===== config.mk =====
export PLATFORM = sky130hd
export DESIGN_NAME = id_ex_stage_reg
export DESIGN_NICKNAME = d
export VERILOG_FILES = /design/src/rtl/pipe_pkg.sv /design/src/rtl/pipe_en_clr_reg.sv /design/src/rtl/id_ex_stage_reg.sv
export SDC_FILE = /design/constraint.sdc
export NUM_CORES = 1
export LEC_CHECK = 0
export CAP_MARGIN = 10
export CORE_ASPECT_RATIO = 1.25
export CORE_MARGIN = 4
export CORE_UTILIZATION = 42
export CTS_BUF_LIST = sky130_fd_sc_hd__clkbuf_8
export CTS_CLUSTER_SIZE = 8
export DETAILED_ROUTE_END_ITERATION = 10
export GPL_TIMING_DRIVEN = 1
export PLACE_DENSITY = 0.82
export SLEW_MARGIN = 20
export SYNTH_ARGS = -nofsm -noshare
export SYNTH_HDL_FRONTEND = slang
export SYNTH_SLANG_ARGS = --single-unit

===== constraint.sdc =====
create_clock -name clk -period 2.3 [get_ports clk]
set_input_delay 0.345 -clock clk [delete_from_list [all_inputs] [get_ports clk]]
set_output_delay 0.345 -clock clk [all_outputs]
set_load 0.01 [all_outputs]

===== src/rtl/pipe_pkg.sv =====
// Shared pipeline types: decoder control bundle, ALU operation classes and opcodes.
package pipe_pkg;

    typedef struct packed {
        logic       rfwe;
        logic       rfdsel;
        logic       aluinsel;
        logic       branch;
        logic       dmwe;
        logic       mtorfsel;
        logic       jump;
        logic [1:0] aluop;
    } ctrl_t;

    localparam ctrl_t CTRL_NOP = '0;

    localparam logic [1:0] ALUOP_ADD   = 2'b00;
    localparam logic [1:0] ALUOP_SUB   = 2'b01;
    localparam logic [1:0] ALUOP_RTYPE = 2'b10;
    localparam logic [1:0] ALUOP_SLT   = 2'b11;

    localparam logic [5:0] OP_RTYPE = 6'b000000;
    localparam logic [5:0] OP_LW    = 6'b100011;
    localparam logic [5:0] OP_SW    = 6'b101011;
    localparam logic [5:0] OP_BEQ   = 6'b000100;
    localparam logic [5:0] OP_ADDI  = 6'b001000;
    localparam logic [5:0] OP_J     = 6'b000010;

endpackage


===== src/rtl/pipe_en_clr_reg.sv =====
// Pipeline flop with async active-low reset, synchronous clear and load enable.
module pipe_en_clr_reg #(
    parameter int unsigned Width = 8
) (
    input  logic             clk_i,
    input  logic             rst_ni,
    input  logic             en_i,
    input  logic             clr_i,
    input  logic [Width-1:0] d_i,
    output logic [Width-1:0] q_o
);

    logic [Width-1:0] q_q;

    // Clear outranks enable so a flush still bubbles a stalled stage.
    always_ff @(posedge clk_i or negedge rst_ni) begin
        if (!rst_ni) begin
            q_q <= '0;
        end else if (clr_i) begin
            q_q <= '0;
        end else if (en_i) begin
            q_q <= d_i;
        end
    end

    assign q_o = q_q;

endmodule


===== src/rtl/id_ex_stage_reg.sv =====
// ID/EX pipeline register with stall, flush, invalid-decode sanitising and a bubble counter.
module id_ex_stage_reg
    import pipe_pkg::*;
#(
    parameter int unsigned DW    = 32,
    parameter int unsigned RW    = 5,
    parameter int unsigned CNT_W = 16
) (
    input  logic             clk,
    input  logic             rst_n,
    input  logic             stall_e,
    input  logic             flush_e,
    input  logic             valid_d,
    input  logic             rfwe_d,
    input  logic             rfdsel_d,
    input  logic             aluinsel_d,
    input  logic             branch_d,
    input  logic             dmwe_d,
    input  logic             mtorfsel_d,
    input  logic             jump_d,
    input  logic [1:0]       aluop_d,
    input  logic [5:0]       funct_d,
    input  logic [DW-1:0]    rd1_d,
    input  logic [DW-1:0]    rd2_d,
    input  logic [RW-1:0]    rs_d,
    input  logic [RW-1:0]    rt_d,
    input  logic [RW-1:0]    rd_d,
    input  logic [DW-1:0]    imm_d,
    input  logic [DW-1:0]    pcplus4_d,
    output logic             valid_e,
    output logic             rfwe_e,
    output logic             rfdsel_e,
    output logic             aluinsel_e,
    output logic             branch_e,
    output logic             dmwe_e,
    output logic             mtorfsel_e,
    output logic             jump_e,
    output logic [1:0]       aluop_e,
    output logic [5:0]       funct_e,
    output logic [DW-1:0]    rd1_e,
    output logic [DW-1:0]    rd2_e,
    output logic [DW-1:0]    imm_e,
    output logic [DW-1:0]    pcplus4_e,
    output logic [RW-1:0]    rs_e,
    output logic [RW-1:0]    rt_e,
    output logic [RW-1:0]    rd_e,
    output logic [CNT_W-1:0] bubble_cnt
);

    localparam int unsigned CtrlW = $bits(ctrl_t) + 1;
    localparam int unsigned DataW = 6 + 4 * DW + 3 * RW;

    ctrl_t             ctrl_in;
    ctrl_t             ctrl_d;
    ctrl_t             ctrl_e;
    logic [DataW-1:0]  data_d;
    logic [DataW-1:0]  data_q;
    logic [CNT_W-1:0]  bubble_cnt_d;
    logic [CNT_W-1:0]  bubble_cnt_q;
    logic              load_en;

    always_comb begin
        ctrl_in          = CTRL_NOP;
        ctrl_in.rfwe     = rfwe_d;
        ctrl_in.rfdsel   = rfdsel_d;
        ctrl_in.aluinsel = aluinsel_d;
        ctrl_in.branch   = branch_d;
        ctrl_in.dmwe     = dmwe_d;
        ctrl_in.mtorfsel = mtorfsel_d;
        ctrl_in.jump     = jump_d;
        ctrl_in.aluop    = aluop_d;
    end

    // An invalid decode slot enters EX as a bubble so no side-effecting control escapes.
    assign ctrl_d  = valid_d ? ctrl_in : CTRL_NOP;
    assign load_en = ~stall_e;
    assign data_d  = {funct_d, rd1_d, rd2_d, imm_d, pcplus4_d, rs_d, rt_d, rd_d};

    pipe_en_clr_reg #(
        .Width (CtrlW)
    ) u_ctrl_reg (
        .clk_i  (clk),
        .rst_ni (rst_n),
        .en_i   (load_en),
        .clr_i  (flush_e),
        .d_i    ({valid_d, ctrl_d}),
        .q_o    ({valid_e, ctrl_e})
    );

    pipe_en_clr_reg #(
        .Width (DataW)
    ) u_data_reg (
        .clk_i  (clk),
        .rst_ni (rst_n),
        .en_i   (load_en),
        .clr_i  (flush_e),
        .d_i    (data_d),
        .q_o    (data_q)
    );

    assign rfwe_e     = ctrl_e.rfwe;
    assign rfdsel_e   = ctrl_e.rfdsel;
    assign aluinsel_e = ctrl_e.aluinsel;
    assign branch_e   = ctrl_e.branch;
    assign dmwe_e     = ctrl_e.dmwe;
    assign mtorfsel_e = ctrl_e.mtorfsel;
    assign jump_e     = ctrl_e.jump;
    assign aluop_e    = ctrl_e.aluop;

    assign {funct_e, rd1_e, rd2_e, imm_e, pcplus4_e, rs_e, rt_e, rd_e} = data_q;

    // Only flushes count; sanitised invalid loads are not hazard-unit bubbles.
    always_comb begin
        bubble_cnt_d = bubble_cnt_q;
        if (flush_e && (bubble_cnt_q != {CNT_W{1'b1}})) begin
            bubble_cnt_d = bubble_cnt_q + {{(CNT_W-1){1'b0}}, 1'b1};
        end
    end

    always_ff @(posedge clk or negedge rst_n) begin
        if (!rst_n) begin
            bubble_cnt_q <= '0;
        end else begin
            bubble_cnt_q <= bubble_cnt_d;
        end
    end

    assign bubble_cnt = bubble_cnt_q;

endmodule


Yosys cells after proc, flatten, opt, wreduce, memory -nomap -nowiden
Index checks and enable logic that the tools add are counted.
W data, S select, Z words.
Word-level totals
  flip-flop bits (word level): 175
  output and inout bits: 175
Cells by class
  reductions and logical operators: 1
  add/sub/neg operators: 1
  equality and inequality tests: 2
  muxes and demuxes: 5
Operator list (count)
  $mux W149: 2
  $mux W10: 2
  $add A16 B1 Y16 const B: 1
  $ne A16 B16 Y1 const B: 1
  $mux W9: 1
  $ne A2 B1 Y1 const B: 1
  $logic_and A1 B1 Y1: 1

Depth between registers and ports, before layout
  depth after elaboration: 3
  gate-level depth with buffers: 5
  mapped depth without buffers: 5

Hierarchy
A second synthesis with hierarchy kept.
Second synthesis, totals
  cell total of the unflattened synthesis: 595
  area, all modules: 7323.3 µm²
Modules (own cells, without submodules)
  pipe_en_clr_reg at u_data_reg: area each 6085.8 µm², instances 1, cells an instance 481, seq. area each 3728.6 µm²
  id_ex_stage_reg: area each 834.6 µm², instances 1, cells an instance 82, seq. area each 400.4 µm²
  pipe_en_clr_reg at u_ctrl_reg: area each 402.9 µm², instances 1, cells an instance 32, seq. area each 250.2 µm²

Worst setup path after synthesis
Ideal clock, no wire load.
  path kind: register -> register
  start: register bubble_cnt_q[8], in the netlist bubble_cnt[8]
  end: register bubble_cnt_q[1], in the netlist bubble_cnt[1]
  data required time: 2.172 ns
  arrival: 1.615 ns
  path slack: 0.557 ns
  period minus slack after synthesis: 1.743 ns
  cell stages (with the launch flop): 5
  setup time: 0.128 ns
  cells stage by stage: dfrtp_1 > nand4_2 > or4_4 > nand2_2 > mux2_1
Between the ends
  cells in the longest elaborated chain, start to end: 2
Ends and longest elaborated chain
  from (decl): line id_ex_stage_reg.sv:59  | logic [CNT_W-1:0] bubble_cnt_q;
  from (signal assigned): line id_ex_stage_reg.sv:124  | bubble_cnt_q <= bubble_cnt_d;
  $ne A16 B16 Y1: line id_ex_stage_reg.sv:115  | if (flush_e && (bubble_cnt_q != {CNT_W{1'b1}})) begin
  $logic_and A1 B1 Y1: line id_ex_stage_reg.sv:115
No other way between the ends.
A chain may end at the register's enable or synchronous reset.

Final worst setup path
  start: register bubble_cnt_q[4], in the netlist bubble_cnt[4]
  end: output bubble_cnt[4]
RTL lines
  to (decl): line id_ex_stage_reg.sv:47  | output logic [CNT_W-1:0] bubble_cnt
No word-level cell between the ends.

==> flow_results.org <==
** Logic synthesis
- Each instance of the synthesized netlist takes up on average between 10 and 15 um^2.
- The number of nets in the synthesized netlist is 768.
- The cell count after synthesis came out at 604.
- Share of the yosys chip area belonging to registers :: between 60% and 70%
- #FFs+latches synth :: ~180
- Yosys printed 0 warnings.
- Post-synth cell types :: 28
- Cell area after technology mapping :: 7120 um^2

** Die
- Vert. Die Dim :: 154 um
- The total area inside the core boundary comes to 16700 um^2.
- Initial cell density of the core :: between 40% and 50%
- Number of ports placed on the die boundary :: about 340
- Width of the chip :: approximately 120 um
- Row generation in the floorplan step produced 53 rows.
- The die covers 19100 um^2.

** Routing
- The first routing iteration left 232 violations.
- After detailed routing, the number of remaining DRC violations is 0.
- For this block, the routed nets add up to between 20000 and 25000 um of wire.
- Length of the first detailed-routing pass in iterations :: 6
- After detailed routing, the average wire length per cell comes to 17.9 um.
- In the routed layout, each cell is associated on average with a via count of approximately 4.9.
- Routed via count :: 5730
- Antenna viol nets, final :: 0

** Pwr
- Cell internal power dissipation :: between 5000 and 6000 uW
- The share of total power dissipated in sequential elements is between 40% and 50%.
- PnR Total Power :: just over 7000 uW
- The analysis attributes to net switching a power of 1880 uW.
- In this run, the combinational gates consume a little over a fifth of the power.
- Net switching fraction of the power :: between 20% and 30%
- IR drop worst, VDD :: 0.437 mV
- In this run the static leakage power is 0.00529 uW.
- Dividing total power by cell area gives a power density of around 630 nW/um^2.
- The share of total power dissipated in the clock network is between 30% and 40%.

** Cells and area
- Cells with a size suffix above 1 make up 5.36% of the layout.
- The net count of the finished layout is approximately 1100.
- ANT cells :: 0
- Across the whole layout, storage elements account for roughly 4400 um^2.
- In the layout the commonest cells are sky130_fd_sc_hd__clkdlybuf4s50_1 (334), sky130_fd_sc_hd__dfrtp_1 (175), sky130_fd_sc_hd__nor2_1 (173).
- Measured on the finished design, the core utilization comes to 67.1%.
- From synthesis to final layout, the design area changed by 57.4%.
- The filler cells instantiated in the layout total between 1000 and 1500.
- Multi-input logic area :: approximately 2600 um^2
- Commonest non-fill, non-tap cell in the layout :: sky130_fd_sc_hd__clkdlybuf4s50_1

** Global routing
- Global routing consumed, over all layers together, approximately 22% of the routing resources.
- Initial antenna violation count :: 0
- The via count of the first global-routing pass is between 5000 and 6000.
- First-pass GRT wire length :: approximately 33000 um
- Residual overflow from global routing :: 0
- Entering global routing, the biggest net connects 106 pins.

** Placed design
- HPWL reported at the end of detailed placement :: roughly 15000 um
- The congestion estimate from routability-driven global placement came to around 0.86.
- PortBufs :: approximately 340

** Critical path
- Arrival @ worst endpoint :: about 1.5 ns
- The critical path is of the reg2out type.
- On the worst path, the slowest cell contributes a delay of between 0.6 and 0.7 ns.
- Worst setup slack for register-to-register paths :: around 0.46 ns
- On the critical path the largest part of the delay comes from buffers and inverters.
- Among all stages on the critical path, the largest delay is contributed by sky130_fd_sc_hd__clkdlybuf4s50_1.
- STA classifies the critical path startpoint as a flop.
- Worst-path maximum fanout :: 8
- STA classifies the critical path endpoint as an output pin.
- At the worst endpoint, the required time is between 1.5 and 2 ns.
- WP buf/inv :: 1
- Traced cell by cell, the critical path runs through clkdlybuf4s50_1.

** Clock network
- Clock tree synthesis found a total of between 150 and 200 sinks.
- Clock-pin slew was measured on the worst setup and hold paths at roughly 0.08 ns.
- TritonCTS built the clock tree.
- Post-cts sizing count :: 0
- In this run the deepest clock path goes through 2 buffers.
- The clock reaches the later pin of the worst-skew pair after ~0.44 ns.
- Buffers inserted during clock tree synthesis total 17.
- The root buffer cell chosen for the clock tree is sky130_fd_sc_hd__clkbuf_8.
- The H-tree was split into 4 levels.

** Timing
- Count of pins over their slew limit :: 0
- FMAX :: approximately 0.53 GHz
- Setup repair after global routing left no endpoint under its margin.
- Final hold violation count :: 0
- Shortest clock period the worst path allows after layout :: 1.89 ns
- Number of failing setup endpoints in the final timing report :: 0
- Headroom to the max-slew limit :: roughly three fifths
- For the pin with the worst max-slew slack, the measured transition is roughly 0.58 ns.
- Setup total negative slack on the finished layout was measured at 0 ns.
- Layout Skew :: 0.00385 ns
- The final critical path takes up roughly 82% of the cycle.

** Status
- The run finished with clean final reports.

** Flow run
- Max-cap violations in this run came to 0.

** Min path
- The path class of the tightest hold or removal check is in2reg.
final cells by class:
class / count / area share, %
Sequential cell: 175 / 39.0
Timing Repair Buffer: 354 / 31.9
Multi-Input combinational cell: 391 / 23.0
Tap cell: 220 / 2.45
Clock buffer: 18 / 2.21
Clock inverter: 14 / 1.35
flip-flops by register name, indices dropped and copies added (netlist names):
name and count:
bubble_cnt 16, u_ctrl_reg.q_o 10, u_data_reg.q_o 149
timing repair:
| action | in CTS | in global routing |
|---|---|---|
| hold buffers | 1 | 0 |
| endpoints found under the hold margin | 23 | 0 |
| buffers inserted | 0 | 0 |
stage by stage:
| step | cell area (um^2) | cells | setup WS [ns] | hold slack (ns) |
|---|---|---|---|---|
| 6_report | 11200 | 1172 | 0.415 | 0.219 |
| 4_1_cts | 11200 | 1172 | 0.386 | 0.180 |
| 3_3_place_gp | 10800 | 1139 | 0.558 | 0.238 |
| 2_1_floorplan | 7120 | 604 | 0.557 | 0.0494 |
| 3_5_place_dp | 10800 | 1139 | 0.483 | 0.241 |
| 5_1_grt | 11200 | 1172 | 0.306 | 0.189 |
worst paths after layout:
check	end	from	depth (start not counted)
max in group asynchronous	u_ctrl_reg.q_o[0]	rst_n	3
min reg2reg	u_ctrl_reg.q_o[3]	u_ctrl_reg.q_o[3]	2
max reg2reg	bubble_cnt[1]	bubble_cnt[8]	4
min in group asynchronous	u_data_reg.q_o[111]	rst_n	2
max	bubble_cnt[4]	bubble_cnt[4]	1
min	bubble_cnt[0]	flush_e	3
cells in the mapped netlist (all sizes together):
cell type	n	area, um^2
dfrtp	175	4380
nor2	173	649
mux2i	150	1500
buf	22	103
clkbuf	16	60.1
nand2	15	58.8
a21oi	12	60.1
xor2	7	61.3
nand3	5	25.0
nor3	5	25.0
nand4	4	37.5
and4	3	26.3
xnor2	3	26.3
o211ai	2	15.0
o21ai	2	10.0
and2	1	6.26
and3	1	6.26
ha	1	12.5
mux2	1	11.3
nand2b	1	6.26
nor4	1	6.26
nor4b	1	8.76
o21a	1	7.51
o32a	1	10.0
or4	1	11.3
routing by layer:
metal,wire length (um),global-route usage [%]
met5,0,0
met2,11100,37.9
met3,1140,5.91
met4,687,8.93
met1,8070,25.5
power by group through the flow:
stage               sequential [uW]  clock (uW)  combinational [uW]
floorplan                      3600           0                 437
global placement               3500           0                1470
detailed placement             3520           0                1490
CTS                            3460        2230                1500
global route                   3500        2340                1590
finish                         3460        2170                1470
cell families (layout without fill, tap and decap cells):
logic type,after synthesis,in the layout,share of synthesized area [%]
AND/OR/NAND/NOR,211,211,12.2
flip-flops,175,175,61.5
multiplexers,151,151,21.2
buffers and inverters,38,386,2.28
AO/OA/AOI/OAI,18,18,1.44
XOR/XNOR,10,10,1.23
adder cells (fa/ha/maj),1,1,0.176
(Power assumes the default switching activity.)
